File: config.mk
export PLATFORM = sky130hd
export DESIGN_NAME = pipeline_control
export DESIGN_NICKNAME = d
export VERILOG_FILES = /design/src/rtl/pipeline_control_pkg.sv /design/src/rtl/sat_counter.sv /design/src/rtl/pipeline_control.sv
export SDC_FILE = /design/constraint.sdc
export NUM_CORES = 1
export LEC_CHECK = 0
export ABC_AREA = 1
export CORE_UTILIZATION = 58
export DETAILED_ROUTE_END_ITERATION = 10
export DONT_BUFFER_PORTS = 1
export GPL_TIMING_DRIVEN = 0
export PLACE_DENSITY = 0.87
export SKIP_CTS_REPAIR_TIMING = 1
export SYNTH_ARGS = -nofsm -noshare
export SYNTH_HDL_FRONTEND = slang
export SYNTH_SLANG_ARGS = --single-unit
export TNS_END_PERCENT = 100
File: constraint.sdc
create_clock -name i_clock -period 1.7 [get_ports i_clock]
set_input_delay 0.085 -clock i_clock [delete_from_list [all_inputs] [get_ports i_clock]]
set_output_delay 0.085 -clock i_clock [all_outputs]
set_load 0.005 [all_outputs]
File: src/rtl/pipeline_control_pkg.sv
// Shared definitions for the pipeline stall/flush controller:
// run-state encoding, default counter width and the NOP encoding used on flush/bubble.
package pipeline_control_pkg;

   typedef enum logic [1:0] {
      ST_IDLE   = 2'd0,
      ST_RUN    = 2'd1,
      ST_STEP   = 2'd2,
      ST_HALTED = 2'd3
   } state_t;

   localparam int NB_COUNTER_DEF = 32;

   // Instruction word and ID/EX control word loaded when a stage is flushed or bubbled.
   localparam logic [31:0] NOP_INSTR = 32'h0000_0000;
   localparam logic [15:0] NOP_CTRL  = 16'h0000;

endpackage

File: src/rtl/sat_counter.sv
// Up-counter with synchronous clear that holds at all-ones instead of wrapping.
module sat_counter #(
   parameter int WIDTH = 32
) (
   input  logic             i_clock,
   input  logic             i_reset,
   input  logic             i_inc,
   output logic [WIDTH-1:0] o_count
);

   logic [WIDTH-1:0] r_count;

   always_ff @(posedge i_clock) begin
      if (i_reset)
         r_count <= '0;
      else if (i_inc && (r_count != {WIDTH{1'b1}}))
         r_count <= r_count + WIDTH'(1);
   end

   assign o_count = r_count;

endmodule

File: src/rtl/pipeline_control.sv
// Central stall/flush controller: decodes hazard requests into stage enables and
// runs the debug IDLE/RUN/STEP/HALTED machine with saturating cycle/stall counters.
module pipeline_control
   import pipeline_control_pkg::*;
#(
   parameter int NB_COUNTER = NB_COUNTER_DEF
) (
   input  logic                  i_clock,
   input  logic                  i_reset,
   input  logic                  i_load_use_stall,
   input  logic                  i_branch_taken,
   input  logic                  i_mem_busy,
   input  logic                  i_wb_halt,
   input  logic                  i_dbg_run,
   input  logic                  i_dbg_step,
   output logic                  o_pc_enable,
   output logic                  o_ifid_enable,
   output logic                  o_ifid_flush,
   output logic                  o_idex_enable,
   output logic                  o_idex_bubble,
   output logic                  o_exmem_enable,
   output logic                  o_memwb_enable,
   output logic                  o_halted,
   output logic                  o_step_done,
   output logic [NB_COUNTER-1:0] o_cycle_count,
   output logic [NB_COUNTER-1:0] o_stall_count
);

   state_t                r_state;
   logic                  r_step_done;
   logic                  w_active;
   logic                  w_stall_inc;
   logic [NB_COUNTER-1:0] w_cycle_count;
   logic [NB_COUNTER-1:0] w_stall_count;

   assign w_active    = (r_state == ST_RUN) || (r_state == ST_STEP);
   assign w_stall_inc = w_active && (i_mem_busy || i_load_use_stall);

   // Zero-latency decode so a hazard detected in decode stalls on this same edge.
   always_comb begin
      o_pc_enable    = 1'b0;
      o_ifid_enable  = 1'b0;
      o_ifid_flush   = 1'b0;
      o_idex_enable  = 1'b0;
      o_idex_bubble  = 1'b0;
      o_exmem_enable = 1'b0;
      o_memwb_enable = 1'b0;
      if (!i_reset && w_active && !i_mem_busy) begin
         o_idex_enable  = 1'b1;
         o_exmem_enable = 1'b1;
         o_memwb_enable = 1'b1;
         if (i_load_use_stall) begin
            // Branch is re-evaluated in decode after the stall, so no flush here.
            o_idex_bubble = 1'b1;
         end else begin
            o_pc_enable   = 1'b1;
            o_ifid_enable = 1'b1;
            o_ifid_flush  = i_branch_taken;
         end
      end
   end

   always_ff @(posedge i_clock) begin
      if (i_reset) begin
         r_state     <= ST_IDLE;
         r_step_done <= 1'b0;
      end else begin
         r_step_done <= 1'b0;
         case (r_state)
            ST_IDLE: begin
               if (i_dbg_run)
                  r_state <= ST_RUN;
               else if (i_dbg_step)
                  r_state <= ST_STEP;
            end
            ST_RUN: begin
               if (!i_mem_busy && i_wb_halt)
                  r_state <= ST_HALTED;
            end
            ST_STEP: begin
               if (!i_mem_busy) begin
                  r_step_done <= 1'b1;
                  r_state     <= i_wb_halt ? ST_HALTED : ST_IDLE;
               end
            end
            default: r_state <= ST_HALTED;
         endcase
      end
   end

   sat_counter #(.WIDTH(NB_COUNTER)) u_cycle_cnt (
      .i_clock (i_clock),
      .i_reset (i_reset),
      .i_inc   (w_active),
      .o_count (w_cycle_count)
   );

   sat_counter #(.WIDTH(NB_COUNTER)) u_stall_cnt (
      .i_clock (i_clock),
      .i_reset (i_reset),
      .i_inc   (w_stall_inc),
      .o_count (w_stall_count)
   );

   // Registered outputs are also masked so everything reads 0 while reset is held.
   assign o_halted      = !i_reset && (r_state == ST_HALTED);
   assign o_step_done   = !i_reset && r_step_done;
   assign o_cycle_count = i_reset ? '0 : w_cycle_count;
   assign o_stall_count = i_reset ? '0 : w_stall_count;

endmodule
# After elaboration in Yosys (flattened, before gate mapping)
# Index checks and enable logic that the tools add are counted.
totals:
  in_bits: 8
  out_inout_bits: 73
  register_bits: 67
classes:
  n_eq_ne: 8
  mux: 16
  addsub: 2
  bitwise_logic: 1
  n_reduce_logical: 15
ops:
  columns: ["operator", "n"]
  rows:
  - ["32-bit by 1-bit adder with 32-bit output, second input constant", 2]
  - ["32-bit 2-to-1 mux", 2]
  - ["32-bit != test, second input constant", 2]
  - ["2-bit 2-to-1 mux", 5]
  - ["1-bit logical AND", 8]
  - ["1-bit 2-to-1 mux", 8]
  - ["2-bit case mux with 3 select lines", 1]
  - ["2-bit equality test, second input constant", 2]
  - ["3-bit != test, second input constant", 1]
  - ["3-bit AND reduction", 1]
  - ["2-bit by 1-bit equality test with 1-bit output, second input constant", 1]
  - ["1-bit zero test", 2]
  - ["2-bit zero test", 1]
  - ["1-bit logical OR", 2]
  - ["2-bit by 1-bit != test with 1-bit output, second input constant", 1]
  - ["2-bit != test, second input constant", 1]
  - ["2-bit OR reduction", 1]
  - ["1-bit NOT", 1]

# Logic depth before layout (Yosys ltp)
depth:
  word_depth: 5
  depth_mapped: 12
  mapped_depth_nobuf: 11

# Cells and area by module
# From an unflattened synthesis, not the netlist that was laid out.
unflattened:
  cells_unflattened: 832
  area_unflattened_um2: 4958.5
modules_own_cells:
  columns: ["module", "instances", "area_each_um2", "seq_area_each_um2", "cells_per_inst"]
  rows:
  - ["sat_counter", 2, 2062.0, 640.6, 324]
  - ["pipeline_control", 1, 834.6, 60.1, 184]

# Worst setup path before layout
# OpenSTA, ideal clock, no wires.
synth_timing:
  path_kind: "reg-to-reg"
  startpoint: "register r_state[0]"
  endpoint: "register u_stall_cnt.r_count[23] (netlist: u_stall_cnt.o_count[23])"
  stages_incl_launch_ff: 12
  arrival_time_ns: 1.609
  required_time_ns: 1.585
  setup_time_ns: 0.115
  path_slack_ns: -0.024
  path_cell_list: "dfxtp_1 > inv_1 > ha_1 > buf_4 > inv_2 > nor2_2 > buf_4 > nand3_1 > nor3_1 > nand3_1 > nand2_1 > nor2_1"
synth_between:
  elab_chain_cells: 4
  word_cells_on_any_way: 5
synth_rtl:
  columns: ["item", "line", "source"]
  rows:
  - ["from (decl)", "pipeline_control.sv:29", "state_t r_state;"]
  - ["from (signal assigned)", "pipeline_control.sv:83", "r_state <= i_wb_halt ? ST_HALTED : ST_IDLE;"]
  - ["2-bit by 1-bit equality test with 1-bit output / 2-bit equality test (equally long branches)", "pipeline_control.sv:36", "assign w_active = (r_state == ST_RUN) || (r_state == ST_STEP);"]
  - ["1-bit logical OR *", "pipeline_control.sv:36", null]
  - ["1-bit logical AND *", "pipeline_control.sv:37", "assign w_stall_inc = w_active && (i_mem_busy || i_load_use_stall);"]
  - ["1-bit logical AND *", "sat_counter.sv:16", "else if (i_inc && (r_count != {WIDTH{1'b1}}))"]
  - ["to (signal assigned)", "sat_counter.sv:17", "r_count <= r_count + WIDTH'(1);"]
  - ["to (decl)", "sat_counter.sv:11", "logic [WIDTH-1:0] r_count;"]
# Every way passes the cells marked *; elsewhere a longest branch is shown, timed or not.
# A chain may end at the register's enable or synchronous reset.

# Worst setup path in the final report
layout_timing:
  startpoint: "register r_state[1]"
  endpoint: "output o_pc_enable"
layout_between:
  elab_chain_cells: 5
  word_cells_on_any_way: 6
layout_rtl:
  columns: ["item", "line", "source"]
  rows:
  - ["2-bit by 1-bit equality test with 1-bit output / 2-bit equality test (equally long branches)", "pipeline_control.sv:36", null]
  - ["1-bit logical OR *", "pipeline_control.sv:36", null]
  - ["1-bit logical AND * (2 in series)", "pipeline_control.sv:48", "if (!i_reset && w_active && !i_mem_busy) begin"]
  - ["1-bit 2-to-1 mux *", null, null]
  - ["to (decl)", "pipeline_control.sv:16", "output logic o_pc_enable,"]
# Marks and branches as above.

==> flow_results.org <==
** Worst setup path
- Setup crit end kind :: primary output
- Worst path required time :: 1.62 ns
- Critical path startpoint category :: register
- Worst path max stage delay :: 0.35 ns
- Walking the worst path, the cells encountered are inv_2 > ha_4 > buf_8 > nand2_2 > nor2_4 > inv_4 > nor2_4 > buf_4.
- Largest fanout of any net on the critical path :: 6
- Data arrival at the endpoint of the critical path :: 1.76 ns
- The slowest stage of the critical path belongs to the cell sky130_fd_sc_hd__dfxtp_2.
- Category of the critical setup timing path :: register to primary output
- Most used cell, CP :: sky130_fd_sc_hd__nor2_4

** STA
- Clock period minus worst slack :: 1.84 ns
- Worst Tran Pin Value :: 0.600 ns
- Worst hold-check slack :: 0.0893 ns
- Unrepaired setup endpoints after global routing :: yes
- Final Hold Vio Count :: 0
- Clock skew on the completed layout was measured at 0.0113 ns.
- Maximum achievable frequency :: 542 MHz
- Adding up every negative setup slack in the final design gives -1.46 ns.
- Min setup slack post-route :: -0.144 ns
- In this run the tightest slew margin relative to its limit is 60.0%.
- Finish-stage setup viols :: 26
- Final count of pins violating max slew :: 0
- Period utilisation layout :: 108%

** Finish
- In the final layout, the share of cells above drive strength 1 is 21.4%.
- Final core occ :: 73.8%
- From synthesis to final layout, the design area changed by 21.5%.
- Once layout is done, the placed cells without fillers occupy 5760 um^2.
- The final layout contains 894 nets.
- Antenna cells :: 0

** Synth
- Avg Inst Size Synth :: 5.69 um^2
- Synthesis-stage register bit count :: 67
- The mapped netlist covers 4740 um^2.
- By area the synthesized netlist is led by sky130_fd_sc_hd__dfxtp_1 28%, sky130_fd_sc_hd__nor2_1 18%, sky130_fd_sc_hd__nand2_1 15%.
- During synthesis, Yosys emitted a total of 0 warnings.
- Predominant post-synthesis flop cell :: sky130_fd_sc_hd__dfxtp_1
- Most instantiated cells after synthesis :: 222 x sky130_fd_sc_hd__nor2_1, 189 x sky130_fd_sc_hd__nand2_1, 129 x sky130_fd_sc_hd__inv_1, 67 x sky130_fd_sc_hd__dfxtp_1, 64 x sky130_fd_sc_hd__nand3_1
- Summed over its instances, the top area cell type makes up 28.3% of the synthesized netlist area.
- The most common cell in the synthesized netlist is sky130_fd_sc_hd__nor2_1.
- Synthesis produced a netlist with a net count of 847.
- Share of synthesized flip-flops with an asynchronous set or reset :: 0%
- Counting every instance in the synthesized netlist gives 833.
- Yosys top cell by area :: sky130_fd_sc_hd__dfxtp_1
- The netlist uses 32 different library cells.
- For this run, the register share of the synthesized area comes to 28.3%.
- EDFF count, synth :: 0

** Detailed routing
- After detailed routing, the average wire length per cell comes to 15.1 um.
- For this block, the initial DRC count from the detailed router was 544.
- Average vias per placed instance :: 5.66
- Detailed-route wire length :: 14.9 mm
- Detailed-router iteration count before antenna repair :: 8
- Vias after detailed routing :: 5574
- DRT antenna net count :: 0
- Residual DRC count :: 0

** Hold path
- Tightest Hold Check Type :: primary input to register

** Pwr
- Of the total power, the share spent switching nets is 36.5%.
- Net Sw Power :: 1.71 mW
- The analysis attributes to cell leakage a power of 2.29 nW.
- Highest ir drop seen on vdd :: 0.636 mV
- Sequential cell fraction of total power :: 37.8%
- Logic pwr share :: 36.3%
- Share of total power in the clock network :: 25.9%
- Internal power :: 2.98 mW
- Summing internal, switching and leakage power gives 4.69 mW.
- PD cells :: 813 nW/um^2

** Global route
- Entering global routing, the biggest net connects 11 pins.
- Global routing used 31.3% of the available tracks across all layers.
- The first global-routing pass estimated 21.3 mm of wire.
- Total grt overflow :: 0
- Number of global-route vias before repair :: 4700
- Initial antenna violation count :: 0

** Floorplanning
- In this run the horizontal extent of the chip is 92.4 um.
- 81 I/O pins were placed.
- Once the floorplan was initialized, standard cells occupied 60.8% of the core.
- Placeable core area :: 7810 um^2
- The floorplan step set the die height to 92.4 um.
- The floorplan has 32 rows.
- The die covers 8540 um^2.

** Place
- Area post-placement :: 4880 um^2
- Placer Congestion :: 0.943
- The wire-length estimate of the detail-placed layout is 9.80 mm.
- Port buffer count :: 0

** Clocking
- CTS built an H-tree with a depth of 3.
- Skew-Pair Late Insertion Delay :: 0.36 ns
- Max Root-Sink Buffers :: 2
- Clock tree synthesis inserted a total of 9 buffers.
- Clock input transition at the sequential cells of the worst setup and hold paths :: 0.07 ns
- CTS Root Buffer Type :: sky130_fd_sc_hd__clkbuf_8
- Number of clock sinks :: 67
- CTS tree :: done

** Run status
- Violations in the final reports :: negative setup slack
- Status :: finished, violations left

** Job
- The tool flagged a number of max-cap violations equal to 0.
cells by family after synthesis:
logic type / Yosys count / share of synthesized area (%)
AND/OR/NAND/NOR: 531 / 48.2
adder cells (fa/ha/maj): 6 / 1.58
XOR/XNOR: 3 / 0.554
buffers and inverters: 162 / 14.4
flip-flops: 67 / 28.3
AO/OA/AOI/OAI: 64 / 6.94
through the flow:
stage               worst slack (ns)  std cells
finish                        -0.144        985
global route                  -0.208        985
CTS                           -0.430        949
detailed placement            -0.397        935
global placement              -0.354        935
floorplan                   0.000451        833
path summary, 6_finish.rpt:
check | start | endpoint | slack [ns] | cells after the start
max | r_state[1]$_SDFFE_PP0P_ | o_pc_enable | -0.14 | 8
min | i_dbg_step | r_state[1]$_SDFFE_PP0P_ | 0.09 | 2
max reg2reg | r_state[1]$_SDFFE_PP0P_ | u_cycle_cnt.o_count[18]$_SDFFE_PP0P_ | -0.10 | 11
min reg2reg | u_stall_cnt.o_count[5]$_SDFFE_PP0P_ | u_stall_cnt.o_count[5]$_SDFFE_PP0P_ | 0.52 | 2
layer usage:
metal / up-vias / global-route usage (%) / wire, um
met5: - / 0 / 0
li1: 2653 / - / -
met4: 0 / 17.8 / 702
met3: 70 / 4.19 / 1230
met2: 338 / 55.0 / 7280
met1: 2513 / 36.3 / 5700
layout make-up:
cell class	instances	area, um^2
Buffer	27	214
Clock buffer	12	155
Clock inverter	2	12.5
Fill cell	623	2040
Inverter	135	517
Multi-Input combinational cell	606	3020
Sequential cell	67	1390
Tap cell	102	128
Timing Repair Buffer	34	327
layout by cell type, fill, tap and decap left out, types with 4 or more instances in the layout:
master                     netlist  layout
sky130_fd_sc_hd__nor2_1        222     198
sky130_fd_sc_hd__nand2_1       189     174
sky130_fd_sc_hd__inv_1         129     124
sky130_fd_sc_hd__nand3_1        64      60
sky130_fd_sc_hd__a21oi_1        50      49
sky130_fd_sc_hd__dfxtp_1        67      35
sky130_fd_sc_hd__buf_4           6      31
sky130_fd_sc_hd__dfxtp_2         0      29
sky130_fd_sc_hd__nor2_4          5      21
sky130_fd_sc_hd__nor2_2         11      19
sky130_fd_sc_hd__nand4_1        18      18
sky130_fd_sc_hd__nand2_2         2      15
sky130_fd_sc_hd__clkbuf_8        0      11
sky130_fd_sc_hd__clkbuf_1        9      10
sky130_fd_sc_hd__nand3_2         6      10
sky130_fd_sc_hd__inv_2           5       8
sky130_fd_sc_hd__buf_6           6       7
sky130_fd_sc_hd__o21ai_0         7       7
sky130_fd_sc_hd__buf_2           6       5
sky130_fd_sc_hd__nand2_4         1       4
sky130_fd_sc_hd__nor3_2          0       4
power by group through the flow:
stage	clock network (mW)	logic, mW	registers (mW)
floorplan	0	0.783	1.74
global placement	0	0.991	1.75
detailed placement	0	1.03	1.76
CTS	1.22	1.03	1.72
global route	1.29	1.83	1.78
finish	1.21	1.70	1.77
sequential cells by signal (all words and copies together), names as in the netlist:
signal	flops
u_cycle_cnt.o_count	32
r_state	2
r_step_done	1
u_stall_cnt.o_count	32
critical path: cells and delay by family, from the launching register on:
kind                       cells  cell delay [ns]
adders and majority gates      1             0.27
buffers and inverters          4             0.37
and+or+nand+nor                3             0.41
DFF                            1             0.35
(Power assumes the default switching activity.)
